[src/rtl/sync_fifo.sv]
// Single-clock FIFO with registered read data and full/empty flags.
// Define FIFO_STATUS_EN to add the count, overflow and underflow status ports.
module sync_fifo #(
    parameter int DATA_WIDTH = 8,
    parameter int ADDR_WIDTH = 3
) (
    input  logic                  clk,
    input  logic                  rst,
    input  logic [DATA_WIDTH-1:0] write_data,
    input  logic                  signal_write,
    input  logic                  signal_read,
`ifdef FIFO_STATUS_EN
    output logic [ADDR_WIDTH:0]   count,
    output logic                  overflow,
    output logic                  underflow,
`endif
    output logic [DATA_WIDTH-1:0] read_data,
    output logic                  full,
    output logic                  empty
);
    localparam int DEPTH = 2 ** ADDR_WIDTH;

    logic [DATA_WIDTH-1:0] mem [DEPTH];
    logic [ADDR_WIDTH:0]   wptr, rptr;
    logic                  wr_en, rd_en;

    // Extra MSB on each pointer tells a full ring apart from an empty one.
    assign empty = (wptr == rptr);
    assign full  = (wptr[ADDR_WIDTH-1:0] == rptr[ADDR_WIDTH-1:0]) &&
                   (wptr[ADDR_WIDTH] != rptr[ADDR_WIDTH]);

    assign wr_en = signal_write && !full;
    assign rd_en = signal_read && !empty;

    // Storage is not reset; the pointers alone define what is valid.
    always_ff @(posedge clk) begin
        if (wr_en)
            mem[wptr[ADDR_WIDTH-1:0]] <= write_data;
    end

    always_ff @(posedge clk or posedge rst) begin
        if (rst) begin
            wptr      <= '0;
            rptr      <= '0;
            read_data <= '0;
        end else begin
            if (wr_en)
                wptr <= wptr + 1'b1;
            if (rd_en) begin
                read_data <= mem[rptr[ADDR_WIDTH-1:0]];
                rptr      <= rptr + 1'b1;
            end
        end
    end

`ifdef FIFO_STATUS_EN
    assign count = wptr - rptr;

    // Sticky until reset so a rejected strobe is never missed.
    always_ff @(posedge clk or posedge rst) begin
        if (rst) begin
            overflow  <= 1'b0;
            underflow <= 1'b0;
        end else begin
            if (signal_write && full)
                overflow <= 1'b1;
            if (signal_read && empty)
                underflow <= 1'b1;
        end
    end
`endif

endmodule

[config.mk]
export PLATFORM = sky130hd
export DESIGN_NAME = sync_fifo
export DESIGN_NICKNAME = d
export VERILOG_FILES = /design/src/rtl/sync_fifo.sv
export SDC_FILE = /design/constraint.sdc
export NUM_CORES = 1
export LEC_CHECK = 0
export ABC_CLOCK_PERIOD_IN_PS = 2800
export CORE_AREA = 2 2 80 82
export DETAILED_ROUTE_END_ITERATION = 6
export DIE_AREA = 0 0 82 84
export PLACE_DENSITY = 0.82
export SLEW_MARGIN = 20
export SYNTH_ARGS = -nofsm -noshare
export SYNTH_HDL_FRONTEND = slang
export SYNTH_SLANG_ARGS = --single-unit
[constraint.sdc]
create_clock -name clk -period 2.8 [get_ports clk]
set_clock_uncertainty 0.05 [all_clocks]
set_input_delay 0.56 -clock clk [delete_from_list [all_inputs] [get_ports clk]]
set_output_delay 0.56 -clock clk [all_outputs]
set_load 0.01 [all_outputs]
==> results_dict.tcl <==
set metrics [dict create \
    clockRootBuffer "clkbuf_8" \
    synth_area_per_cell_um2 19.15 \
    final_cell_mix "edfxtp_1, clkdlybuf4s50_1, dfrtp_1" \
    rsz0062_at_grt "no" \
    critPathMaxStageDelay_ns 0.55 \
    hold_depth 2 \
    layout_commonest_cell "edfxtp_1" \
    drtPass1Iterations 5 \
    worst_pin_slew_ns 0.6589 \
    yosysSeqAreaShare_pct 71.33 \
    grt-ovfl-total 0 \
    final_util_pct 62.62 \
    wl_per_cell_um 18.44 \
    grt_max_degree 20 \
    yosysWarnings 0 \
    n_antenna_cell 0 \
    synth_area_leaders "edfxtp_1, dfrtp_1, mux4_2" \
    setup_slack_ns 0.1345 \
    vias 1580 \
    timing.slew.headroom_pct 56.03 \
    outcome "completed" \
    yosysUniqueCellTypes 29 \
    instances_no_fill 288 \
    clockBufferDepth 2 \
    antenna_found_initial 0 \
    die_x_um 82 \
    hold_class "flip-flop to flip-flop" \
    nets 220 \
    insertion_delay_ns 0.35 \
    post-place-cells 272 \
    syn2layout_area_growth_pct 17.26 \
    maxCapViolations 0 \
    syn_area_um2 3256 \
    synth_nets 184 \
    power.density_nw_per_um2 1045 \
    htreeDepth 3 \
    place_ws_ns 0.5101 \
    drt-initial-drc-count 139 \
    r2r_start "wptr[1]$_DFFE_PP0P_" \
    clock_sinks 80 \
    r2r_cells 5 \
    yosys_register_bits 80 \
    cts_tree "done" \
    r2r_setup_slack_ns 0.75 \
    finalHoldViolCount 0 \
    crit_path_cell_trace "xor2_2 -> or2_2 -> nor3_1 -> clkdlybuf4s50_1" \
    core_area_um2 6096 \
    clkTransAtPathRegs_ns 0.08 \
    slew_violations 0 \
    criticalPathCategory "flip-flop to output port" \
    grt_pass1_vias 1606 \
    finalSetupTns_ns 0 \
    drc 0 \
    startpoint_type "flip-flop" \
    cpMaxStageDelayCell "clkdlybuf4s50_1" \
    ios 22 \
    dieArea_um2 6888 \
    vias_per_cell 5.486 \
    p_leak_nw 1.358 \
    fin_crit_ns 2.666 \
    cp.required_ns 2.19 \
    cts_resized 0 \
    finalCritPeriodShare_pct 95.20 \
    setup_violations 0 \
    initial_core_util_pct 53.41 \
    synth_cells 170 \
    routed_wl_um 5312 \
    clock.fmax_ghz 0.3752 \
    worst_ir_drop_vdd_mv 0.5825 \
    port_buffers 21 \
    rows 29 \
    grt_usage_pct 17.36 \
    cts_setup_buffers 0 \
    reg2reg_to "mem[5][4]$_DFFE_PP_" \
    cts-buffers-inserted 9 \
    synth_top_area_share_pct 59.03 \
    yosysTopAreaCell "edfxtp_1" \
    place.gp.congestion 0.7269 \
    drive_above_1_share_pct 23.70 \
    grt_first_pass_wirelength_um 8197 \
    min-delay-start "read_data[1]$_DFFE_PP0P_" \
    cts_hold_buf 0 \
    cp_max_fo 7 \
    hpwl_um 3418 \
    worstPathArrival_ns 2.06 \
    min_to "read_data[1]$_DFFE_PP0P_" \
    die_h_um 84 \
    antenna_left 0 \
    cp-end-kind "output port" \
]
[stage by stage]
step           cell area (µm²)  total power, mW  hold slack [ns]
6_report                  3817            3.991           0.4307
5_1_grt                   3817            4.199           0.4583
4_1_cts                   3817            4.041           0.4363
3_5_place_dp              3598            3.123           0.4203
3_3_place_gp              3598            3.086           0.4099
2_1_floorplan             3256            2.722           0.4237
[area by class of cell]
type                            count  area (µm²)
Multi-Input combinational cell     78       864.6
Tap cell                           77       96.34
Clock inverter                      6       91.34
Clock buffer                       10       127.6
Fill cell                         434        2278
Sequential cell                    80        2322
Inverter                            4       15.01
Timing Repair Buffer               33       300.3
[where the power goes]
group	switching, mW	internal (mW)	total, mW
clock network	0.407	0.505	0.911
logic	0.683	0.687	1.37
registers	0.152	1.56	1.71
total	1.24	2.75	3.99
[worst max-delay path by stage]
stage	startpoint	to
global route	wptr[2]$_DFFE_PP0P_	full
detailed placement	wptr[2]$_DFFE_PP0P_	full
CTS	wptr[2]$_DFFE_PP0P_	full
floorplan	rptr[1]$_DFFE_PP0P_	mem[1][0]$_DFFE_PP_
global placement	wptr[2]$_DFFE_PP0P_	full
finish	wptr[2]$_DFFE_PP0P_	empty
[cell families (layout without fill, tap and decap cells)]
| kind of cell | Yosys count | after routing | share of synthesized area (%) |
|---|---|---|---|
| DFF | 80 | 80 | 71.33 |
| and+or+nand+nor | 30 | 30 | 4.343 |
| muxes | 26 | 26 | 14.80 |
| buffers and inverters | 12 | 53 | 2.114 |
| AOI/OAI and AO/OA | 10 | 10 | 2.921 |
| xor gates and xnor gates | 10 | 10 | 3.728 |
| adders and majority gates | 2 | 2 | 0.7685 |
[worst max-delay path, delay by kind of cell, from the launching register on]
kind,cells,cell delay (ns)
DFF,1,0.48
buffers and inverters,1,0.55
and+or+nand+nor,2,0.43
xor gates and xnor gates,1,0.24
[flip-flops by register name, summed over array words and instances, names as in the netlist]
register and count:
mem 64, read_data 8, rptr 4, wptr 4
[layer usage]
layer | vias up | part of all wire, % | GRT usage (%)
met5 | - | 0 | 0
met4 | 0 | 3.6 | 12.73
met3 | 16 | 5.3 | 3.247
met2 | 47 | 49 | 26.16
met1 | 797 | 42 | 22.19
li1 | 720 | - | -
[synth_stat cells]
cell type  number
buf_1           2
buf_2           1
buf_4           4
buf_6           1
dfrtp_1        16
edfxtp_1       64
ha_1            2
inv_1           4
mux2_4          2
mux2i_1         8
mux4_1          3
mux4_2         13
nand2_1        11
nand2b_1        1
nand2b_2        1
nand3_1         1
nor2_1          8
nor3_1          4
nor3_2          1
o21ai_0         6
o21ai_1         2
o41ai_4         2
or2_1           1
or2_2           1
or2b_1          1
xnor2_1         2
xor2_1          5
xor2_2          2
xor2_4          1
Note: power is estimated with default switching activity, not from simulation.
==> RTL change: new RTL, same flow settings <==
Set the parameter `DATA_WIDTH` to 9 (it was 8).
--- a/src/rtl/sync_fifo.sv
+++ b/src/rtl/sync_fifo.sv
@@ -1,7 +1,7 @@
 // Single-clock FIFO with registered read data and full/empty flags.
 // Define FIFO_STATUS_EN to add the count, overflow and underflow status ports.
 module sync_fifo #(
-    parameter int DATA_WIDTH = 8,
+    parameter int DATA_WIDTH = 9,
     parameter int ADDR_WIDTH = 3
 ) (
     input  logic                  clk,
Ports: changed (resized read_data and write_data); port bits go from 22 to 24. No check against the original RTL was run, so the function may have changed too.
==> RTL change against the original RTL <==
- sequential cell count is 9 higher
- via count up 9.4%
- count of clock-buffer cells in the layout shrank 1
- synthesized area rose by 9.0%
- setup slack got worse by 12 ps
- total power is 11% higher
- routed wire length increased by 12%
- design area up 9.6%
==> RTL change: results (changes against the original RTL) <==
\begin{tabular}{lr}
\hline
Metric & Value \\
\hline
\multicolumn{2}{l}{\textbf{Global route}} \\
\quad First-pass GRT wire length & 9.56 mm (was 8.20 mm) \\
\quad Gr usage total & 0.202 (was 0.174) \\
\quad Fraction of met3 tracks used by global routing & 0.0487 (was 0.0325) \\
\quad Global routing usage on met1 & 0.272 (was 0.222) \\
\multicolumn{2}{l}{\textbf{Detailed routing}} \\
\quad Vias per std cell & 5.65 (was 5.49) \\
\quad Sum of met2 wire segment lengths after detailed routing & 3.12 mm (was 2.61 mm) \\
\quad Total met3 wirelength after detailed routing & 217 um (was 284 um) \\
\quad Pre-Repair DR Iteration Count & 4 (was 5) \\
\quad Post-DR wirelength/cell & 19.5 um (was 18.4 um) \\
\quad Met1 routed wirelength after detailed routing & 2.57 mm (was 2.23 mm) \\
\multicolumn{2}{l}{\textbf{STA}} \\
\quad Worst max-slew margin expressed relative to the limit & 0.523 (was 0.560) \\
\multicolumn{2}{l}{\textbf{Cells and area}} \\
\quad Nets & 239 (was 220) \\
\quad Count of fill cells added during filler insertion & 427 (was 434) \\
\multicolumn{2}{l}{\textbf{Logic synthesis}} \\
\quad Distinct cells, synth & 28 (was 29) \\
\quad Synth top cells by count & 72 x sky130\_fd\_sc\_hd\_\_edfxtp\_1, 18 x sky130\_fd\_sc\_hd\_\_mux4\_2, 17 x sky130\_fd\_sc\_hd\_\_dfrtp\_1, 12 x sky130\_fd\_sc\_hd\_\_nand2\_1, 9 x sky130\_fd\_sc\_hd\_\_mux2i\_1 (was 64 x sky130\_fd\_sc\_hd\_\_edfxtp\_1, 16 x sky130\_fd\_sc\_hd\_\_dfrtp\_1, 13 x sky130\_fd\_sc\_hd\_\_mux4\_2, 11 x sky130\_fd\_sc\_hd\_\_nand2\_1) \\
\quad Net count after synthesis & 199 (was 184) \\
\quad Ranking of synthesized cells by area & sky130\_fd\_sc\_hd\_\_edfxtp\_1 61\%, sky130\_fd\_sc\_hd\_\_dfrtp\_1 12\%, sky130\_fd\_sc\_hd\_\_mux4\_2 11\% (was sky130\_fd\_sc\_hd\_\_edfxtp\_1 59\%, sky130\_fd\_sc\_hd\_\_dfrtp\_1 12\%, sky130\_fd\_sc\_hd\_\_mux4\_2 9.0\%) \\
\quad Post-synth EDFFs & 72 (was 64) \\
\multicolumn{2}{l}{\textbf{Critical path}} \\
\quad Critical path fanouts, max & 8 (was 7) \\
\multicolumn{2}{l}{\textbf{Placed design}} \\
\quad Detailed Place HPWL & 3.86 mm (was 3.42 mm) \\
\quad Final estimated routing congestion in global placement & 0.772 (was 0.727) \\
\quad Count of input and output buffers & 23 (was 21) \\
\multicolumn{2}{l}{\textbf{Outcome}} \\
\quad Outcome & finished clean (unchanged) \\
\multicolumn{2}{l}{\textbf{Power}} \\
\quad Switching Power & 1.36 mW (was 1.24 mW) \\
\quad Reported sequential group power & 1.89 mW (was 1.71 mW) \\
\hline
\end{tabular}
==> RTL change: kinds of logic after synthesis <==
group                    after synthesis  share of synthesized area
AND/OR/NAND/NOR                       31                     0.0409
AO/OA/AOI/OAI                         11                     0.0282
multiplexers                          29                      0.147
adder cells (fa/ha/maj)                2                    0.00705
flip-flops                            89                      0.729
XOR/XNOR                              10                     0.0310
buffers and inverters                 12                     0.0166
==> RTL change: cell type report <==
cell class | instances | area, um^2 | share of cell area
clock buffer | 9 | 124 | 0.0296
clock inverter | 7 | 124 | 0.0296
inverter | 4 | 15.0 | 0.00359
multi-input combinational | 83 | 902 | 0.216
sequential | 89 | 2590 | 0.619
tap | 77 | 96.3 | 0.0230
timing repair buffer | 37 | 335 | 0.0801
==> RTL change: final timing paths <==
| kind | from | to | slack, ps | cells after the start |
|---|---|---|---|---|
| worst max register to register | wptr[2] | mem[1][7] | 770 | 5 |
| worst max-delay path | wptr[1] | empty | 120 | 4 |
| min in group asynchronous | rst | read_data[3] | 570 | 2 |
| worst min register to register | read_data[4] | read_data[4] | 440 | 2 |
| max in group asynchronous | rst | wptr[1] | 1620 | 2 |
| worst min-delay path | read_data[4] | read_data[4] | 440 | 2 |
==> RTL change: worst max-delay path: stages (launching register included) <==
cell                              delay (ps)
sky130_fd_sc_hd__dfrtp_2                 470
sky130_fd_sc_hd__xor2_2                  200
sky130_fd_sc_hd__or2_2                   330
sky130_fd_sc_hd__nor3_1                  150
sky130_fd_sc_hd__clkdlybuf4s50_1         570
==> RTL change: stage by stage <==
stage,setup slack (ps),cells,utilization,power [mW]
after CTS,65.6,306,0.686,4.47
after global placement,517,290,0.646,3.36
after global routing,8.26,306,0.687,4.67
final,123,306,0.687,4.42
after floorplan,526,184,-,2.94
after detailed placement,456,290,0.646,3.42
